--- src/rtl/sr_latch_pulse_sched_pkg.sv ---
// Shared definitions for the SR latch pulse scheduler.
//   state_t   : controller FSM states
//   OP_SET/OP_CLR : command operation encodings
//   max_u     : helper for counter sizing
package sr_latch_pulse_sched_pkg;

  localparam int unsigned N_DEF       = 4;
  localparam int unsigned IDX_W_DEF   = 2;
  localparam int unsigned PULSE_W_DEF = 2;
  localparam int unsigned GAP_W_DEF   = 1;

  typedef enum logic [1:0] {
    ST_IDLE  = 2'd0,
    ST_PULSE = 2'd1,
    ST_GAP   = 2'd2
  } state_t;

  localparam logic OP_SET = 1'b1;
  localparam logic OP_CLR = 1'b0;

  function automatic int unsigned max_u(input int unsigned a, input int unsigned b);
    return (a > b) ? a : b;
  endfunction

endpackage

--- src/rtl/sr_latch_pulse_sched_rr_arb2.sv ---
// Two-input round-robin arbiter.
//   clk, rst_n    : clock, async active-low reset (priority returns to A)
//   req_a, req_b  : requests
//   gnt_a, gnt_b  : combinational grants, one-hot or zero
module rr_arb2 (
  input  logic clk,
  input  logic rst_n,
  input  logic req_a,
  input  logic req_b,
  output logic gnt_a,
  output logic gnt_b
);

  // pri_b=1 means B wins the next contested round
  logic pri_b;

  // Priority moves only when both requesters compete
  always_ff @(posedge clk or negedge rst_n) begin
    if (!rst_n) begin
      pri_b <= 1'b0;
    end else if (req_a && req_b) begin
      pri_b <= ~pri_b;
    end
  end

  always_comb begin
    gnt_a = req_a & (~req_b | ~pri_b);
    gnt_b = req_b & (~req_a |  pri_b);
  end

endmodule

--- src/rtl/sr_latch_pulse_sched.sv ---
// Pulse scheduler for a bank of N cross-coupled NAND SR latches shared by
// requesters A and B.
//   clk, rst_n              : clock, async active-low reset
//   a_req/a_op/a_idx/a_ack  : requester A command handshake
//   b_req/b_op/b_idx/b_ack  : requester B command handshake
//   err_clr                 : clears the sticky error
//   S_n, R_n                : active-low set/reset pulses, one bit per latch
//   Q_fb                    : latch Q feedback
//   busy, err, err_idx      : status
module sr_latch_pulse_sched
  import sr_latch_pulse_sched_pkg::*;
#(
  parameter int unsigned N       = N_DEF,
  parameter int unsigned IDX_W   = IDX_W_DEF,
  parameter int unsigned PULSE_W = PULSE_W_DEF,
  parameter int unsigned GAP_W   = GAP_W_DEF
) (
  input  logic             clk,
  input  logic             rst_n,
  input  logic             a_req,
  input  logic             a_op,
  input  logic [IDX_W-1:0] a_idx,
  output logic             a_ack,
  input  logic             b_req,
  input  logic             b_op,
  input  logic [IDX_W-1:0] b_idx,
  output logic             b_ack,
  input  logic             err_clr,
  output logic [N-1:0]     S_n,
  output logic [N-1:0]     R_n,
  input  logic [N-1:0]     Q_fb,
  output logic             busy,
  output logic             err,
  output logic [IDX_W-1:0] err_idx
);

  localparam int unsigned CNT_W = $clog2(max_u(PULSE_W, GAP_W) + 1);

  state_t             state_q, state_d;
  logic [CNT_W-1:0]   cnt_q, cnt_d;
  logic               op_q, op_d;
  logic [IDX_W-1:0]   idx_q, idx_d;
  logic               gnt_a, gnt_b;
  logic               idle;

  logic [N-1:0]       s_n_d, r_n_d;
  logic               a_ack_d, b_ack_d, busy_d, err_d;
  logic [IDX_W-1:0]   err_idx_d;
  logic               idx_ok_d, idx_ok_q, fb_bit, chk_fire;

  assign idle = (state_q == ST_IDLE);

  // Requests only reach the arbiter while idle, so priority cannot drift when busy
  rr_arb2 u_arb (
    .clk   (clk),
    .rst_n (rst_n),
    .req_a (a_req & idle),
    .req_b (b_req & idle),
    .gnt_a (gnt_a),
    .gnt_b (gnt_b)
  );

  // State register with captured command and phase counter
  always_ff @(posedge clk or negedge rst_n) begin
    if (!rst_n) begin
      state_q <= ST_IDLE;
      cnt_q   <= '0;
      op_q    <= OP_CLR;
      idx_q   <= '0;
    end else begin
      state_q <= state_d;
      cnt_q   <= cnt_d;
      op_q    <= op_d;
      idx_q   <= idx_d;
    end
  end

  // Next-state logic: IDLE -> PULSE (PULSE_W cycles) -> GAP (GAP_W cycles) -> IDLE
  always_comb begin
    state_d = state_q;
    cnt_d   = cnt_q;
    op_d    = op_q;
    idx_d   = idx_q;
    unique case (state_q)
      ST_IDLE: begin
        if (gnt_a || gnt_b) begin
          state_d = ST_PULSE;
          cnt_d   = CNT_W'(PULSE_W - 1);
          op_d    = gnt_a ? a_op  : b_op;
          idx_d   = gnt_a ? a_idx : b_idx;
        end
      end
      ST_PULSE: begin
        if (cnt_q == '0) begin
          state_d = ST_GAP;
          cnt_d   = CNT_W'(GAP_W - 1);
        end else begin
          cnt_d = cnt_q - CNT_W'(1);
        end
      end
      ST_GAP: begin
        if (cnt_q == '0) begin
          state_d = ST_IDLE;
        end else begin
          cnt_d = cnt_q - CNT_W'(1);
        end
      end
      default: state_d = ST_IDLE;
    endcase
  end

  // Output logic: next values of the registered outputs
  always_comb begin
    s_n_d     = '1;
    r_n_d     = '1;
    a_ack_d   = gnt_a;
    b_ack_d   = gnt_b;
    busy_d    = (state_d != ST_IDLE);
    err_d     = err;
    err_idx_d = err_idx;
    idx_ok_d  = ({1'b0, idx_d} < (IDX_W + 1)'(N));
    idx_ok_q  = ({1'b0, idx_q} < (IDX_W + 1)'(N));
    fb_bit    = 1'b0;
    chk_fire  = (state_q == ST_GAP) && (cnt_q == '0);

    // Only one of the 2N lines is ever driven low
    for (int k = 0; k < N; k++) begin
      if ((state_d == ST_PULSE) && idx_ok_d && (IDX_W'(k) == idx_d)) begin
        if (op_d == OP_SET) s_n_d[k] = 1'b0;
        if (op_d == OP_CLR) r_n_d[k] = 1'b0;
      end
      if (IDX_W'(k) == idx_q) fb_bit = Q_fb[k];
    end

    // A new error on the same edge overrides err_clr
    if (err_clr) err_d = 1'b0;
    if (chk_fire && (!idx_ok_q || (fb_bit != op_q))) begin
      err_d     = 1'b1;
      err_idx_d = idx_q;
    end
  end

  // Output registers; reset releases all latch controls immediately
  always_ff @(posedge clk or negedge rst_n) begin
    if (!rst_n) begin
      S_n     <= '1;
      R_n     <= '1;
      a_ack   <= 1'b0;
      b_ack   <= 1'b0;
      busy    <= 1'b0;
      err     <= 1'b0;
      err_idx <= '0;
    end else begin
      S_n     <= s_n_d;
      R_n     <= r_n_d;
      a_ack   <= a_ack_d;
      b_ack   <= b_ack_d;
      busy    <= busy_d;
      err     <= err_d;
      err_idx <= err_idx_d;
    end
  end

endmodule
--- config.mk ---
export PLATFORM = sky130hd
export DESIGN_NAME = sr_latch_pulse_sched
export DESIGN_NICKNAME = d
export VERILOG_FILES = /design/src/rtl/sr_latch_pulse_sched_pkg.sv /design/src/rtl/sr_latch_pulse_sched_rr_arb2.sv /design/src/rtl/sr_latch_pulse_sched.sv
export SDC_FILE = /design/constraint.sdc
export NUM_CORES = 1
export LEC_CHECK = 0
export CAP_MARGIN = 25
export CORE_MARGIN = 2
export CORE_UTILIZATION = 51
export DETAILED_ROUTE_END_ITERATION = 8
export HOLD_SLACK_MARGIN = 0.08
export PLACE_DENSITY = 0.94
export SLEW_MARGIN = 20
export SYNTH_ARGS = -nofsm -noshare
export SYNTH_HDL_FRONTEND = slang
export SYNTH_SLANG_ARGS = --single-unit
--- constraint.sdc ---
create_clock -name clk -period 3 [get_ports clk]
set_clock_uncertainty 0.2 [all_clocks]
set_input_delay 0.6 -clock clk [delete_from_list [all_inputs] [get_ports clk]]
set_output_delay 0.6 -clock clk [all_outputs]
set_load 0.05 [all_outputs]
---- Yosys cells after proc, flatten, opt, wreduce, memory -nomap -nowiden ----
Index checks and enable logic that the tools add are counted.
W data, S select, Z words.
operators by class
  add/sub/neg operators ................... 1
  $mul .................................... 0
  divide/modulo/power cells ............... 0
  $lt $le $gt $ge ......................... 0
  equal/unequal tests ..................... 12
  shift-type cells ........................ 0
  muxes and demuxes ....................... 30
  bitwise logic cells ..................... 9
  reductions and logical operators ........ 16
operator list
  cell                   number
  $mux W1                19
  $mux W2                9
  $pmux W2 S3            2
  $eq A2 B2 Y1 const A   4
  $logic_not A2 Y1       4
  $logic_and A1 B1 Y1    7
  $and A1 B1 Y1          4
  $eq A1 B2 Y1 const A   2
  $eq A2 B1 Y1 const B   2
  $reduce_bool A2 Y1     2
  $not A1 Y1             3
  $reduce_and A3 Y1      1
  $reduce_bool A3 Y1     1
  $eq A2 B2 Y1 const B   1
  $ne A2 B1 Y1 const B   1
  $ne A2 B2 Y1 const B   1
  $or A1 B1 Y1           2
  $sub A2 B1 Y2 const B  1
  $logic_or A1 B1 Y1     1
  $ne A1 B1 Y1           1
storage, ports and cells
  register bits after elaboration ......... 22
  bits in latches ......................... 0
  RAM bits ................................ 0
  bits in read-only memories .............. 0
  output and inout port bits .............. 14
  memories ................................ 0

---- Depth between registers and ports, before layout ----
Gate-level depths: netlist of run 1.
  word-level depth ........................ 11
  depth in mapped cells ................... 8
  gate-level depth less buffers ........... 7

---- Cells and area by module ----
Synthesis of run 1 repeated with hierarchy kept, for this count alone.
unflattened totals
  cell total of the unflattened synthesis .. 88
  area, all modules ....................... 1053.5 µm²
modules (own cells, without submodules)
  module                times used  cells an instance  area each (µm²)  seq. area each (µm²)
  sr_latch_pulse_sched  1           82                 997.2            535.5
  rr_arb2               1           6                  56.3             25.0

---- Worst setup path after synthesis of run 1 ----
OpenSTA, ideal clock, no wires.
  path kind ............................... in2reg
  start ................................... input port Q_fb[3]
  end ..................................... register err_idx[1]
  library setup time ...................... 0.128 ns
  arrival ................................. 1.605 ns
  required time ........................... 2.672 ns
  setup slack ............................. 1.067 ns
  stages on the path ...................... 4
  cells stage by stage .................... mux4_2 xnor2_1 nor2_1 mux2_1
between the ends
  longest elaborated chain between the ends .. 3
RTL lines
  what                    line                         source
  start: declaration      sr_latch_pulse_sched.sv:31   input logic [N-1:0] Q_fb,
  $mux W1                 sr_latch_pulse_sched.sv:132  if (IDX_W'(k) == idx_q) fb_bit = Q_fb[k];
  $ne A1 B1 Y1            sr_latch_pulse_sched.sv:137  if (chk_fire && (!idx_ok_q || (fb_bit != op_q))) begin
  $logic_and A1 B1 Y1     sr_latch_pulse_sched.sv:137
  end signal: assignment  sr_latch_pulse_sched.sv:160  err_idx <= err_idx_d;
  end: declaration        sr_latch_pulse_sched.sv:34   output logic [IDX_W-1:0] err_idx
Every way passes these cells.
A chain may end at the register's enable or synchronous reset.

---- Final worst setup path of run 1 ----
  start ................................... register R_n[1]
  end ..................................... output port R_n[1]
RTL lines
  what                      line                         source
  start: declaration        sr_latch_pulse_sched.sv:30   output logic [N-1:0] R_n,
  start signal: assignment  sr_latch_pulse_sched.sv:155  R_n <= r_n_d;
No word-level cell between the ends.

==> results of run 1 <==
state kept, by name, summed over array words and instances, names as in the netlist:
signal,count
u_arb.pri_b,1
R_n,4
S_n,4
a_ack,1
b_ack,1
state_q,2
busy,1
cnt_q,2
op_q,1
idx_q,2
err,1
err_idx,2
layout make-up:
| class | instances | area [um^2] |
|---|---|---|
| clock inverter | 1 | 30.0 |
| sequential | 22 | 561 |
| clock buffer | 3 | 22.5 |
| multi-input combinational | 66 | 503 |
| fill | 148 | 649 |
| timing repair buffer | 29 | 288 |
| tap | 28 | 35.0 |
| inverter | 16 | 60.1 |
power groups by stage:
stage	registers [uW]	clock network (uW)	logic, uW
after floorplan	728	0	487
after global placement	514	0	920
after detailed placement	524	0	960
after CTS	518	231	969
after global routing	532	242	1050
final	518	229	975
cell families after synthesis:
group / Yosys count / synth area share [%]
compound gates: 25 / 17.8
buf+inv: 17 / 5.97
simple gates: 28 / 12.5
fa+ha+maj: 7 / 7.74
flops: 22 / 49.6
mux: 4 / 4.87
xor+xnor: 2 / 1.55
how the worst max path moves through the flow:
stage                       endpoint  slack (ns)  depth (start not counted)
after floorplan           err_idx[1]        1.07                          4
final                         R_n[1]        0.54                          1
after global routing          R_n[0]        0.51                          1
after global placement    err_idx[1]        0.59                          5
after CTS                     R_n[1]        0.54                          1
after detailed placement      R_n[1]        0.49                          5
through the flow:
stage | cell area [um^2] | total power [uW] | cells | utilization (%) | worst slack [ns]
after detailed placement | 1450 | 1480 | 161 | 67.3 | 0.487
after CTS | 1500 | 1720 | 165 | 69.8 | 0.538
after floorplan | 1130 | 1220 | 105 | - | 1.07
final | 1500 | 1720 | 165 | 69.8 | 0.544
after global placement | 1450 | 1430 | 161 | 67.3 | 0.594
after global routing | 1500 | 1820 | 165 | 69.8 | 0.507
layout by cell type (no fill, tap or decap):
cell type        count
dfrtp_1             14
ha_1                 7
o221ai_2             1
a21boi_0             1
inv_1               16
nand4_1              4
a31o_2               2
a2111oi_2            1
nor2_1               6
a21o_1               1
o21a_4               1
mux4_2               1
nand2_1              4
a211oi_1             1
a21bo_2              1
mux2_2               1
mux2i_1              1
o32ai_1              2
dfstp_2              8
bufinv_16            1
nor3_1               1
clkdlybuf4s50_1     28
a41oi_1              1
a31oi_2              1
o22ai_1              2
nand3_1              8
nor2b_1              1
o21ai_0              5
clkbuf_4             3
o21ba_2              1
buf_4                1
mux2_1               1
xnor2_1              2
nand2b_1             2
or3b_1               1
and2_1               1
a21oi_1              4
layer usage:
metal,vias up,global-route usage (%),wire (um)
met4,0,10.8,68
met3,10,3.80,130
li1,429,-,-
met2,40,37.7,1270
met1,447,27.6,1040
met5,-,0,0
==> flow_summary.ini, run 1 <==
[status]
outcome = completed

[critical_path]
cp_data_arrival_time_ns = 1.66
critPathSlowestCell = clkdlybuf4s50_1
cp_cell_sequence = clkdlybuf4s50_1
cp_max_fo = 1
r2r_slack_ns = 0.64
crit_family = buffers and inverters
critPathKind = register to output pin
cp-start-kind = register
path_buf_inv = 1
r2r_end = R_n[1]
crit_path_end_kind = output pin
r2r_start = state_q[0]
cp.required_ns = 2.20
reg2reg_depth = 6
cp-startpoint = R_n[1]
slowest_delay_ns = 0.79

[final_layout]
syn_to_final_growth_pct = 32.5
layout-drive-gt1-share_pct = 16.8
nets = 160
n_antenna_cell = 0

[sta]
fmax_mhz = 407
fin_crit_ns = 2.46
relSlewSlack_pct = 65.6
fin_setup_tns_ns = 0
hold_viol = 0
drv_slew = 0
worst_slew_pin_slew_ns = 0.515
hold_slack_ns = 0.312
layout_worst_path_cycle_share_pct = 81.9
rsz0062_at_grt = no
finalSetupViolations = 0

[logic_synthesis]
syn-num-nets = 127
synthCells = 105
yosysSeqAreaShare_pct = 49.6
yosysWarnings = 0
synth_edf_count = 0
syn_area_per_cell_um2 = 10.8
ys.flop_type = dfrtp_1
syn_area_mm2 = 0.00113
ys_ff_latch = 22
synth.most_common_cell = inv_1
synthTopCellsByCount = inv_1 (16), dfrtp_1 (14), dfstp_2 (8), nand3_1 (8), ha_1 (7)
netlist.area_leader.share_pct = 31.0
yosys.area.top_type = dfrtp_1
async_flop_share_pct = 100
synth.top_cells.by_area = dfrtp_1 (31%), dfstp_2 (19%), ha_1 (7.7%)
synthDistinctLibCells = 34

[floorplan]
initial_core_util_pct = 52.6
die_h_um = 51.1
die_w_um = 51.1
die_area_mm2 = 0.00261
rows = 17
ioPinCount = 29
core-area_mm2 = 0.00215

[clock_network]
numCtsBuffers = 3
insertion_delay_ns = 0.31
clock_sinks = 22
cts_resized = 0
cts_hold_buf = 0
postCtsSetupBuffers = 0
clock-root-buffer = clkbuf_4
max-clock-path-buffers = 2
h-tree-depth = 1
clkTransAtPathRegs_ns = 0.12
tritoncts = yes

[drt]
drtAntennaViolNets = 0
via_per_inst = 5.61
drtIter0Drc = 38
drtPass1Iterations = 4
wl_per_cell_um = 15.2
routed_wirelength_mm = 2.51
vias = 926
drc_errors = 0

[global_route]
grt_usage_pct = 22.3
grt_overflow = 0
antenna_found_initial = 0
grt_pass1_wl_mm = 4.24
grt_max_degree = 23
grt_pass1_vias = 931

[power_and_ir_drop]
p_leak_uw = 0.000636
pwr-share-seq_pct = 30.1
power.switching_uw = 802
ir_worst_vdd_mv = 0.671
p_sw_share_pct = 46.6
p_int_uw = 920
p_per_area_mw_per_mm2 = 1150
clkPwrFrac_pct = 13.3
comb_power_share_pct = 56.6

[placement]
place_congestion = 0.740
dp_hpwl_mm = 1.94
port_buffers = 28

[hold_path]
hp-class = register to register
min_to = err_idx[1]
hold_path_depth = 1
hold_path.startpoint = err_idx[1]

[flow_run]
maxCapViolCount = 0
Note: power is estimated with default switching activity, not from simulation.
==> run 2: changes to the inputs <==
--- a/config.mk
+++ b/config.mk
@@ -7,10 +7,10 @@
 export LEC_CHECK = 0
 export CAP_MARGIN = 25
 export CORE_MARGIN = 2
-export CORE_UTILIZATION = 51
+export CORE_UTILIZATION = 47
 export DETAILED_ROUTE_END_ITERATION = 8
 export HOLD_SLACK_MARGIN = 0.08
-export PLACE_DENSITY = 0.94
+export PLACE_DENSITY = 0.88
 export SLEW_MARGIN = 20
 export SYNTH_ARGS = -nofsm -noshare
 export SYNTH_HDL_FRONTEND = slang
==> constraint.sdc (replaced) <==
create_clock -name clk -period 2.26 [get_ports clk]
set_clock_uncertainty 0.2 [all_clocks]
set_input_delay 0.452 -clock clk [delete_from_list [all_inputs] [get_ports clk]]
set_output_delay 0.452 -clock clk [all_outputs]
set_load 0.05 [all_outputs]
==> flow_summary.ini, run 2 (synthesis gave the netlist of run 1 again) <==
[global_route]
grt_usage_pct = 20.7
grt_overflow = 0
grt_pass1_wl_mm = 4.17
grt_pass1_vias = 951
grt_max_degree = 23
antenna_found_initial = 0

[power_and_ir_drop]
ir_worst_vdd_mv = 0.955
total_power_uw = 2370
p_leak_uw = 0.000669
p_per_area_mw_per_mm2 = 1550

[critical_path]
r2r_slack_ns = 0.13
cp_cell_sequence = clkdlybuf4s50_1
r2r_start = state_q[0]
slowest_delay_ns = 0.82
cp-start-kind = register
cp_data_arrival_time_ns = 1.53
critPathSlowestCell = clkdlybuf4s50_1
r2r_end = R_n[1]
crit_family = buffers and inverters
path_buf_inv = 1
critPathKind = register to output pin
reg2reg_depth = 7
cp.required_ns = 1.61
cp_max_fo = 4
crit_path_end_kind = output pin

[final_layout]
fillers = 175
syn_to_final_growth_pct = 35.4
nets = 167
final_cell_mix = clkdlybuf4s50_1 (20), inv_1 (16), buf_4 (16)
regArea_um2 = 561
reg_top3 = R_n: 4 flops, S_n: 4 flops
n_antenna_cell = 0
layout-drive-gt1-share_pct = 26.4
multiInputGateArea_um2 = 503
layout_commonest_cell = clkdlybuf4s50_1

[floorplan]
core-area_mm2 = 0.00223
die_w_um = 53.1
rows = 17
initial_core_util_pct = 50.6
die_h_um = 53.1
ioPinCount = 29
die_area_mm2 = 0.00281

[sta]
fin_crit_ns = 2.18
fin_setup_tns_ns = 0
rsz0062_at_grt = no
relSlewSlack_pct = 66.2
hold_viol = 0
worst_slew_pin_slew_ns = 0.505
drv_slew = 0
fmax_mhz = 459
layout_worst_path_cycle_share_pct = 96.5
finalSetupViolations = 0

[hold_path]
hp-class = primary input to async pin

[drt]
vias = 933
wl_per_cell_um = 14.6
via_per_inst = 5.42
drtIter0Drc = 11
drtPass1Iterations = 4
routed_wirelength_mm = 2.51
drtAntennaViolNets = 0
drc_errors = 0

[placement]
port_buffers = 28
place_congestion = 0.747
dp_hpwl_mm = 1.96

[clock_network]
numCtsBuffers = 3
insertion_delay_ns = 0.32
clkTransAtPathRegs_ns = 0.13
h-tree-depth = 1
cts_hold_buf = 0
max-clock-path-buffers = 2
clock-root-buffer = clkbuf_4
cts_resized = 0
postCtsSetupBuffers = 0
clock_sinks = 22
tritoncts = yes

[flow_run]
maxCapViolCount = 0

[status]
outcome = completed
==> run 2: cell count changes in the layout (fill, tap and decap cells not counted), sizes merged <==
cell / change
clkdlybuf4s50: -8
buf: +15
==> run 2: where the power goes <==
group / internal, uW / switching [uW]
sequential: 573 / 112
combinational: 547 / 834
clock: 179 / 123
total: 1300 / 1070
==> run 2: metrics by stage <==
step | setup WS (ns) | utilization [%] | std cells | hold slack (ns) | area, um^2
6_report | 0.0794 | 68.6 | 172 | 0.261 | 1530
4_1_cts | 0.0706 | 68.6 | 172 | 0.272 | 1530
2_1_floorplan | 0.360 | - | 105 | -0.0436 | 1130
3_3_place_gp | -0.00745 | 66.2 | 168 | 0.271 | 1480
3_5_place_dp | -0.0776 | 66.2 | 168 | 0.278 | 1480
5_1_grt | 0.00781 | 68.6 | 172 | 0.282 | 1530
==> run 2: how the worst max path moves through the flow <==
stage | start | endpoint | slack, ns | cells past startpoint
floorplan | state_q[0] | R_n[1] | 0.36 | 7
global placement | a_req | R_n[1] | -0.007 | 6
detailed placement | Q_fb[3] | err_idx[1] | -0.08 | 5
CTS | err_idx[0] | err_idx[0] | 0.07 | 1
global route | state_q[0] | R_n[1] | 0.008 | 7
finish | err_idx[0] | err_idx[0] | 0.08 | 1
==> run 2: per-layer routing <==
layer / GRT usage (%) / vias to the layer above / part of all wire (%)
li1: - / 448 / -
met1: 24.5 / 451 / 42
met2: 37.5 / 30 / 50
met3: 3.11 / 4 / 6.0
met4: 7.69 / 0 / 1.2
met5: 0 / - / 0
==> run 2: cell type report <==
| class | count | share of cell area, % |
|---|---|---|
| inverters | 16 | 3.92 |
| clock buffers | 3 | 1.47 |
| flip-flops and latches | 22 | 36.6 |
| clock inverters | 1 | 1.96 |
| multi-input cells | 66 | 32.8 |
| well taps | 28 | 2.29 |
| repair buffers | 36 | 20.9 |
==> run 3: changes to the inputs <==
==> constraint.sdc (replaced) <==
create_clock -name clk -period 2.35 [get_ports clk]
set_clock_uncertainty 0.2 [all_clocks]
set_input_delay 0.47 -clock clk [delete_from_list [all_inputs] [get_ports clk]]
set_output_delay 0.47 -clock clk [all_outputs]
set_load 0.05 [all_outputs]
==> flow_summary.ini, run 3 (synthesis gave the netlist of run 1 again) <==
[clock_network]
h-tree-depth = 1
numCtsBuffers = 3
clkTransAtPathRegs_ns = 0.12
max-clock-path-buffers = 2
clock-root-buffer = clkbuf_4
insertion_delay_ns = 0.30
tritoncts = yes
clock_sinks = 22
postCtsSetupBuffers = 0

[drt]
via_per_inst = 5.32
vias = 905
drc_errors = 0
drtPass1Iterations = 4
drtAntennaViolNets = 0
routed_wirelength_mm = 2.48
wl_per_cell_um = 14.6
drtIter0Drc = 19

[flow_run]
maxCapViolCount = 0

[floorplan]
initial_core_util_pct = 50.6
die_area_mm2 = 0.00281
die_w_um = 53.1
ioPinCount = 29
die_h_um = 53.1
core-area_mm2 = 0.00223
rows = 17

[critical_path]
cp_max_fo = 1
crit_path_end = R_n[0]
crit_path_end_kind = output pin
cp-start-kind = register
cp_num_cells = 1
path_buf_inv = 1
crit_family = buffers and inverters
cp.required_ns = 1.68
critPathKind = register to output pin
reg2reg_depth = 7
r2r_start = state_q[0]
cp_data_arrival_time_ns = 1.63
cp_cell_sequence = clkdlybuf4s50_1
r2r_end = S_n[1]
cp-startpoint = R_n[0]
critPathSlowestCell = clkdlybuf4s50_1
slowest_delay_ns = 0.79
r2r_slack_ns = 0.24

[power_and_ir_drop]
p_per_area_mw_per_mm2 = 1460
ir_worst_vdd_mv = 0.960
p_leak_uw = 0.000658

[sta]
worst_slew_pin_slew_ns = 0.526
layout_worst_path_cycle_share_pct = 97.9
relSlewSlack_pct = 65.0
drv_slew = 0
finalSetupViolations = 0
hold_viol = 0
fin_crit_ns = 2.30
fmax_mhz = 435
rsz0062_at_grt = no
fin_setup_tns_ns = 0
fin_ws_ns = 0.0493

[placement]
port_buffers = 28
place_congestion = 0.751
dp_worst_setup_slack_ns = 0.0326
dp_hpwl_mm = 1.89

[final_layout]
final_cell_mix = clkdlybuf4s50_1 (26), inv_1 (16), dfrtp_1 (14)
n_antenna_cell = 0
reg_top3 = R_n: 4 flops, S_n: 4 flops
layout-drive-gt1-share_pct = 19.7
fillers = 178
layout_commonest_cell = clkdlybuf4s50_1
syn_to_final_growth_pct = 36.0
nets = 165
regArea_um2 = 561
multiInputGateArea_um2 = 503

[status]
outcome = completed

[hold_path]
hp-class = primary input to async pin

[global_route]
antenna_found_initial = 0
grt_pass1_wl_mm = 3.87
grt_max_degree = 23
grt_usage_pct = 19.6
grt_overflow = 0
grt_pass1_vias = 900
## run 3: cell count changes in the layout (fill, tap and decap cells not counted)
cell,previous run,this run
dlygate4sd2_1,0,1
clkdlybuf4s50_1,20,26
buf_4,16,6
dlymetal6s2s_1,0,1
## run 3: timing repair
item / CTS / global route
gates cloned: 0 / 0
hold buffers: 0 / 0
pin swaps: 0 / 0
resized for setup: 1 / 1
hold endpoints to repair: 0 / 0
setup endpoints to repair: 1 / 1
## run 3: worst min path at each step
stage               start         end  cells after the start
2_1_floorplan       rst_n       a_ack                      0
3_3_place_gp   err_idx[1]  err_idx[1]                      1
3_5_place_dp   err_idx[1]  err_idx[1]                      1
4_1_cts             rst_n  err_idx[1]                      2
5_1_grt             rst_n  err_idx[1]                      2
6_report            rst_n  err_idx[1]                      2
## run 3: per-stage QoR
step           instance area [um^2]  utilization (%)  cells  hold slack (ns)  power [uW]
4_1_cts                        1540             68.7    170            0.288        2250
3_3_place_gp                   1480             66.4    166            0.271        1910
3_5_place_dp                   1480             66.4    166            0.296        1950
6_report                       1540             68.9    170            0.290        2250
5_1_grt                        1540             68.9    170            0.303        2380
2_1_floorplan                  1130                -    105          -0.0256        1550
## run 3: where the power goes
| group | switching, uW | leakage, uW | internal, uW |
|---|---|---|---|
| combinational | 785 | 0.000372 | 517 |
| sequential | 108 | 0.000259 | 551 |
| clock | 115 | 0.0000279 | 172 |
| total | 1010 | 0.000658 | 1240 |
## run 3: final cells by class
| type | count | share of cell area [%] |
|---|---|---|
| Sequential cell | 22 | 36.5 |
| Multi-Input combinational cell | 66 | 32.7 |
| Timing Repair Buffer | 34 | 21.2 |
| Inverter | 16 | 3.91 |
| Tap cell | 28 | 2.28 |
| Clock inverter | 1 | 1.95 |
| Clock buffer | 3 | 1.46 |
## run 3: per-layer routing
metal | wire length [um] | up-vias | part of all wire (%) | GRT usage, %
met4 | 65 | 0 | 2.6 | 11.1
met3 | 119 | 6 | 4.8 | 2.54
met5 | 0 | - | 0 | 0
met1 | 1100 | 424 | 44 | 23.0
li1 | - | 444 | - | -
met2 | 1200 | 31 | 48 | 34.2
